## config.mk

```make
export PLATFORM = sky130hd
export DESIGN_NAME = branch_prediction_control
export DESIGN_NICKNAME = d
export VERILOG_FILES = /design/src/rtl/rv32i_types.sv /design/src/rtl/sat_counter2.sv /design/src/rtl/branch_prediction_control.sv
export SDC_FILE = /design/constraint.sdc
export NUM_CORES = 1
export LEC_CHECK = 0
export BUFFER_PORTS_ARGS = -buffer_cell sky130_fd_sc_hd__buf_4
export CAP_MARGIN = 30
export CORE_ASPECT_RATIO = 0.9
export CORE_UTILIZATION = 30
export CTS_CLUSTER_DIAMETER = 80
export CTS_CLUSTER_SIZE = 28
export DETAILED_ROUTE_END_ITERATION = 6
export RECOVER_POWER = 100
export SLEW_MARGIN = 20
export SYNTH_ARGS = -nofsm -noshare
export SYNTH_HDL_FRONTEND = slang
export SYNTH_HIERARCHICAL = 1
export SYNTH_SLANG_ARGS = --single-unit
```

## constraint.sdc

```tcl
create_clock -name clk -period 2.4 [get_ports clk]
set_clock_uncertainty 0.1 [all_clocks]
set_input_delay 0.24 -clock clk [delete_from_list [all_inputs] [get_ports clk]]
set_output_delay 0.24 -clock clk [all_outputs]
set_load 0.005 [all_outputs]
```

## src/rtl/rv32i_types.sv

```systemverilog
// Shared types and constants for the branch predictor control path.
package rv32i_types;

  typedef enum logic {
    BP_SWEEP,
    BP_RUN
  } bp_state_t;

  // Initial counter values for a branch seen for the first time
  localparam logic [1:0] BP_WEAK_TAKEN = 2'b10;
  localparam logic [1:0] BP_WEAK_NT    = 2'b01;

endpackage

```

## src/rtl/sat_counter2.sv

```systemverilog
// Next value of a 2-bit saturating branch counter.
module sat_counter2 (
  input  logic [1:0] cnt_in,
  input  logic       taken,
  output logic [1:0] cnt_out
);

  always_comb begin
    cnt_out = cnt_in;
    if (taken) begin
      if (cnt_in != 2'b11) cnt_out = cnt_in + 2'd1;
    end else begin
      if (cnt_in != 2'b00) cnt_out = cnt_in - 2'd1;
    end
  end

endmodule

```

## src/rtl/branch_prediction_control.sv

```systemverilog
// Sequencing for the BTB/2-bit predictor: counter update, write qualification,
// invalidate sweep after reset or flush, mispredict flush and perf counters.
module branch_prediction_control
  import rv32i_types::*;
#(
  parameter int s_index = 10,
  parameter int CNT_W   = 32
) (
  input  logic               clk,
  input  logic               rst,
  input  logic               flush_req,
  input  logic               mem_valid,
  input  logic               mem_is_branch,
  input  logic               mem_BTB_hit,
  input  logic               mem_actual_branch_outcome,
  input  logic [1:0]         mem_predicted_branch_outcome,
  input  logic               mem_misprediction,
  output logic [1:0]         mem_updated_prediction,
  output logic               pred_update_en,
  output logic               sweep_active,
  output logic [s_index-1:0] sweep_index,
  output logic               sweep_we,
  output logic               stall_if,
  output logic               flush_pipe,
  output logic [CNT_W-1:0]   branch_count,
  output logic [CNT_W-1:0]   mispredict_count
);

  localparam logic [s_index-1:0] IDX_LAST = '1;

  bp_state_t          state_q, state_d;
  logic [s_index-1:0] sweep_index_q, sweep_index_d;
  logic [CNT_W-1:0]   branch_count_q, branch_count_d;
  logic [CNT_W-1:0]   mispredict_count_q, mispredict_count_d;
  logic [1:0]         hit_next;
  logic               run;

  sat_counter2 u_sat (
    .cnt_in  (mem_predicted_branch_outcome),
    .taken   (mem_actual_branch_outcome),
    .cnt_out (hit_next)
  );

  always_comb begin
    run                    = (state_q == BP_RUN);
    pred_update_en         = run & mem_valid & (mem_is_branch | mem_BTB_hit);
    flush_pipe             = run & mem_valid & mem_misprediction;
    sweep_active           = ~run;
    sweep_we               = ~run;
    stall_if               = ~run;
    sweep_index            = sweep_index_q;
    branch_count           = branch_count_q;
    mispredict_count       = mispredict_count_q;
    mem_updated_prediction = 2'b00;
    if (run) begin
      if (mem_BTB_hit)
        mem_updated_prediction = hit_next;
      else if (mem_is_branch)
        mem_updated_prediction = mem_actual_branch_outcome ? BP_WEAK_TAKEN : BP_WEAK_NT;
    end
  end

  always_comb begin
    state_d            = state_q;
    sweep_index_d      = sweep_index_q;
    branch_count_d     = branch_count_q;
    mispredict_count_d = mispredict_count_q;
    case (state_q)
      BP_SWEEP: begin
        if (flush_req) begin
          sweep_index_d = '0;
        end else if (sweep_index_q == IDX_LAST) begin
          sweep_index_d = '0;
          state_d       = BP_RUN;
        end else begin
          sweep_index_d = sweep_index_q + s_index'(1);
        end
      end
      BP_RUN: begin
        // The MEM-stage work of this cycle still retires when a flush starts a sweep
        if (mem_valid && mem_is_branch && !(&branch_count_q))
          branch_count_d = branch_count_q + CNT_W'(1);
        if (flush_pipe && !(&mispredict_count_q))
          mispredict_count_d = mispredict_count_q + CNT_W'(1);
        if (flush_req) begin
          state_d       = BP_SWEEP;
          sweep_index_d = '0;
        end
      end
      default: begin
        state_d       = BP_SWEEP;
        sweep_index_d = '0;
      end
    endcase
  end

  always_ff @(posedge clk or posedge rst) begin
    if (rst) begin
      state_q            <= BP_SWEEP;
      sweep_index_q      <= '0;
      branch_count_q     <= '0;
      mispredict_count_q <= '0;
    end else begin
      state_q            <= state_d;
      sweep_index_q      <= sweep_index_d;
      branch_count_q     <= branch_count_d;
      mispredict_count_q <= mispredict_count_d;
    end
  end

endmodule
```

# Word level (Yosys, flattened, before mapping)

Cells that the tools add are included.

Bits in registers: 75
Output and inout bits: 81
Word-level logic and storage cells: 42

Add/subtract/negate cells: 5
Eq/ne operators: 3
Muxes and demuxes: 15
Bitwise logic cells: 5
Reductions and logical operators: 10

Operator list:

| kind                                              | count |
|---|---|
| adder 32 x 1 -> 32 bit (second input constant)    | 2 |
| AND reduction 32 bit                              | 2 |
| two-way mux 10 bit                                | 3 |
| one-hot mux 10 bit (2 select lines)               | 1 |
| two-way mux 2 bit                                 | 7 |
| adder 10 x 1 -> 10 bit (second input constant)    | 1 |
| == test 10 bit (second input constant)            | 1 |
| != test 2 bit (second input constant)             | 2 |
| AND reduction 2 bit                               | 2 |
| AND 1 bit                                         | 3 |
| logical AND 1 bit                                 | 3 |
| two-way mux 1 bit                                 | 3 |
| adder 2 x 1 -> 2 bit (second input constant)      | 1 |
| zero test 1 bit                                   | 2 |
| one-hot mux 1 bit (2 select lines)                | 1 |
| nonzero test 2 bit                                | 1 |
| subtractor 2 x 1 -> 2 bit (second input constant) | 1 |
| NOT 1 bit                                         | 1 |
| OR 1 bit                                          | 1 |

# Depth between registers and ports, before layout

Depth after elaboration: 5
Depth in mapped cells: 7
Gate-level depth less buffers: 6

# Cells and area by module

The synthesis kept the hierarchy.

Modules (own cells, without submodules):

| module                    | times used | cells each | area an instance (µm²) | seq. area each (µm²) |
|---|---|---|---|---|
| branch_prediction_control | 1          | 367        | 3769.9                 | 1876.8 |
| sat_counter2              | 1          | 3          | 26.3                   | 0.0 |

# Least setup slack after synthesis

Ideal clock, no wire load.

Path type: register to register
Start: register branch_count_q[8] (netlist: branch_count[8])
End: register branch_count_q[25] (netlist: branch_count[25])
Setup time: 0.126 ns
Arrival time: 1.881 ns
Required time: 2.174 ns
Path slack: 0.293 ns
Cell stages (with the launch flop): 7
Path buffers: 1
Period minus slack after synthesis: 2.107 ns
Cells stage by stage: dfrtp_1 > nand3_2 > or3_1 > buf_6 > nor4_4 > and4bb_2 > xor2_1

Word-level cells in the longest chain between the ends: 4

RTL lines:

| item                                                                           | line                             | RTL |
|---|---|---|
| from (decl)                                                                    | branch_prediction_control.sv:33  | `logic [CNT_W-1:0] branch_count_q, branch_count_d;` |
| from (signal assigned)                                                         | branch_prediction_control.sv:106 | `branch_count_q <= branch_count_d;` |
| parallel branches: the longest is 4 deep, another holds adder 32 x 1 -> 32 bit | n/a                              |  |

Parallel ways; which one is timed is not known.
A chain may end at the register's enable or synchronous reset.

# Final worst setup path

Start: register mispredict_count_q[0] (netlist: mispredict_count[0])
End: register mispredict_count_q[1] (netlist: mispredict_count[1])

Word-level cells in the longest chain between the ends: 4

RTL lines:

| item                                                                           | line                             | RTL |
|---|---|---|
| from (decl)                                                                    | branch_prediction_control.sv:34  | `logic [CNT_W-1:0] mispredict_count_q, mispredict_count_d;` |
| from (signal assigned)                                                         | branch_prediction_control.sv:107 | `mispredict_count_q <= mispredict_count_d;` |
| parallel branches: the longest is 4 deep, another holds adder 32 x 1 -> 32 bit | n/a                              |  |

Parallel ways; which one is timed is not known.

==> metrics <==
Rows=38; CTS sink count=75; Critical Path AT=around 2.3 ns; GRT busiest layer=met2; vias in the first global route=between 2000 and 3000; Core Footprint=12200 um2; Final Max Tran Viols=0; combinational share of power=around 2.8%; worst slew pin tran=just over 1 ns; wire per inst=approximately 14 um; IO Count=between 90 and 100; M2 GR Usage=between 20% and 30%; outcome=complete, no violations; largest net degree at the start of global routing=76; Routed WL=8890 um; die area=~13000 um2; first-pass GRT wire length=approximately 15000 um; crit share post-route=between 90% and 100%; part of the power in registers=a little under half; Worst Path Max Fanout=8; Synth Instances=370; fmax=~0.46 GHz; Sw Share=approximately 20%; CTS tree=done; root buf cell=clkbuf_16; Syn Area/Cell=approximately 10 um2; Critical Path Sink Type=flip-flop; clock network fraction of design power=51.1%; cts bufs inserted=9; top cell type's share of synthesized area=~49%; internal power=around 0.0022 W; I/O Buffers=90; Post-Layout Cell Count=636; DPL Wire Length=around 6600 um; most common cell after layout, fill and taps aside=clkbuf_4; Placed Cells=between 600 and 700; Via-to-Cell Ratio=4.88; H-tree Lvls=3; Reg clk slew, reported paths=roughly 0.05 ns; antenna-violating nets left=0; Seq/Total Area, Yosys=49.4%; setup TNS=0 ns; leading area contributor after synthesis=dfrtp_1; Post-Syn Area=around 3800 um2; DR DRC count=0; via count=~3100; Critical Path Source Type=flip-flop; WS Path Type=flip-flop to flip-flop; Final min period=2.19 ns; chip height=between 100 and 150 um; dominant cells by area after synthesis=dfrtp_1 (49%), xnor2_1 (7.6%), xor2_1 (6.9%), nand3_1 (4.6%), nand4_1 (3.6%); Yosys cell types=43; synthesis-to-finish area growth=31.1%; die width=around 120 um; DRT iter0 DRCs=roughly 150; switching power total=between 0.0005 and 0.0006 W; Final Wtd Congestion=slightly above 0.8; Max-Cap Viols=0; Tot GR Track Use=between 10% and 20%; Starting Density=31.2%; Pre-antenna DRT Iters=4; CP Data Required Time=roughly 2.5 ns; initial antenna violation count=0; pwr dens=560 nW/um2; diodes inserted=0; routing usage on met1=between 10% and 20%; commonest non-fill, non-tap cells in the layout=clkbuf_4 (77), dfrtp_1 (75), nand3_1 (35); register bit count reported by yosys=75; YS warnings=6; clk_lat worst skew=roughly 0.34 ns; Max IR drop VDD=between 0.4 and 0.5 mV; Hold Path Class=input port to flip-flop; layout cell share with drive strength beyond 1=~25%; setup repair after global routing missed its margin=false; final setup vio count=0; Final Hold Viols=0; final net count=a little under 500; met3 Usage GRT=under 10%; Max clock buf depth=2; grt ovf=0; Mapped Nets=approximately 380; P_leak=roughly 2.4 nW; headroom to the max-slew limit=approximately 33%
[metal layers]
| metal | wire length (um) | vias up |
|---|---|---|
| li1 | - | 1525 |
| met3 | 544 | 7 |
| met1 | 4090 | 1488 |
| met4 | 89 | 0 |
| met5 | 0 | - |
| met2 | 4160 | 83 |
[cells in the mapped netlist, drive strengths merged]
cell type,n
a21oi,7
nor4,14
and4,8
nor2b,2
nand4b,2
nor2,27
nand3b,1
nand2,26
and2,4
maj3,2
clkbuf,5
or3,1
or2,1
a311oi,1
and4bb,1
o211ai,1
xor2,30
nand4,22
o31ai,1
mux2,6
inv,10
nand2b,1
a22o,2
a31oi,2
xnor2,33
nand3,36
nor3b,2
a211oi,1
o21ai,5
dfrtp,75
and3,15
ha,3
a21o,1
nor3,14
buf,4
or4,2
o2111ai,1
o211a,1
[cells by family after synthesis]
family                     after synthesis  share of synthesized area (%)
buffers and inverters                   19                           2.47
and+or+nand+nor                        179                           26.0
xor gates and xnor gates                63                           14.5
adders and majority gates                5                           1.58
muxes                                    6                           1.78
AOI/OAI and AO/OA                       23                           4.19
DFF                                     75                           49.4
[critical path, cell delays in order (launching register included)]
cell and delay [ns]:
dfrtp_1 0.41, ha_1 0.30, and3_1 0.22, a31oi_1 0.63, mux2_2 0.40
[registers in the layout, summed over array words and instances (netlist names)]
name and flops:
run 1, mispredict_count 32, sweep_index 10, branch_count 32
[power groups by stage]
stage	Combinational [W]	Clock, W	Sequential [W]
after global placement	0.0000842	0	0.00131
after floorplan	0.0000400	0	0.00131
after detailed placement	0.0000858	0	0.00131
after CTS	0.0000871	0.00148	0.00129
final	0.0000781	0.00142	0.00129
after global routing	0.0000907	0.00153	0.00129
[through the flow]
stage                     setup WS [ns]  total power (W)  hold slack [ns]  cell area [um2]  utilization [%]
final                             0.206          0.00279           0.0305             4980             40.9
after global routing             0.0564          0.00291           0.0245             4980             40.9
after CTS                         0.212          0.00285           0.0107             5020             41.3
after detailed placement          0.236          0.00139            0.276             4690             38.5
after global placement            0.300          0.00139            0.273             4690             38.5
after floorplan                   0.150          0.00135            0.377             3800                -
[worst paths after layout]
kind | from | end | slack (ns) | cells past startpoint
max in group asynchronous | rst | branch_count[1]$_DFFE_PP0P_ | 0.85 | 4
min in group asynchronous | rst | mispredict_count[4]$_DFFE_PP0P_ | 0.71 | 4
worst max register to register | mispredict_count[0]$_DFFE_PP0P_ | mispredict_count[1]$_DFFE_PP0P_ | 0.21 | 4
worst min register to register | branch_count[7]$_DFFE_PP0P_ | branch_count[7]$_DFFE_PP0P_ | 0.39 | 1
worst max-delay path | mispredict_count[0]$_DFFE_PP0P_ | mispredict_count[1]$_DFFE_PP0P_ | 0.21 | 4
worst min-delay path | flush_req | sweep_index[6]$_DFFE_PP0P_ | 0.03 | 2
[cell type report]
class / count / area (um2)
Multi-Input combinational cell: 276 / 1820
Fill cell: 1228 / 7190
Sequential cell: 75 / 1880
Timing Repair Buffer: 99 / 719
Inverter: 10 / 37.5
Clock buffer: 13 / 280
Tap cell: 160 / 200
Clock inverter: 3 / 43.8
[repair_timing]
action / 4_1_cts / 5_1_grt
endpoints found under the hold margin: 75 / 0
hold buffers: 1 / 0
gates resized for setup: 0 / 0
setup buffers: 0 / 0
Power figures use the tool's default switching activity.
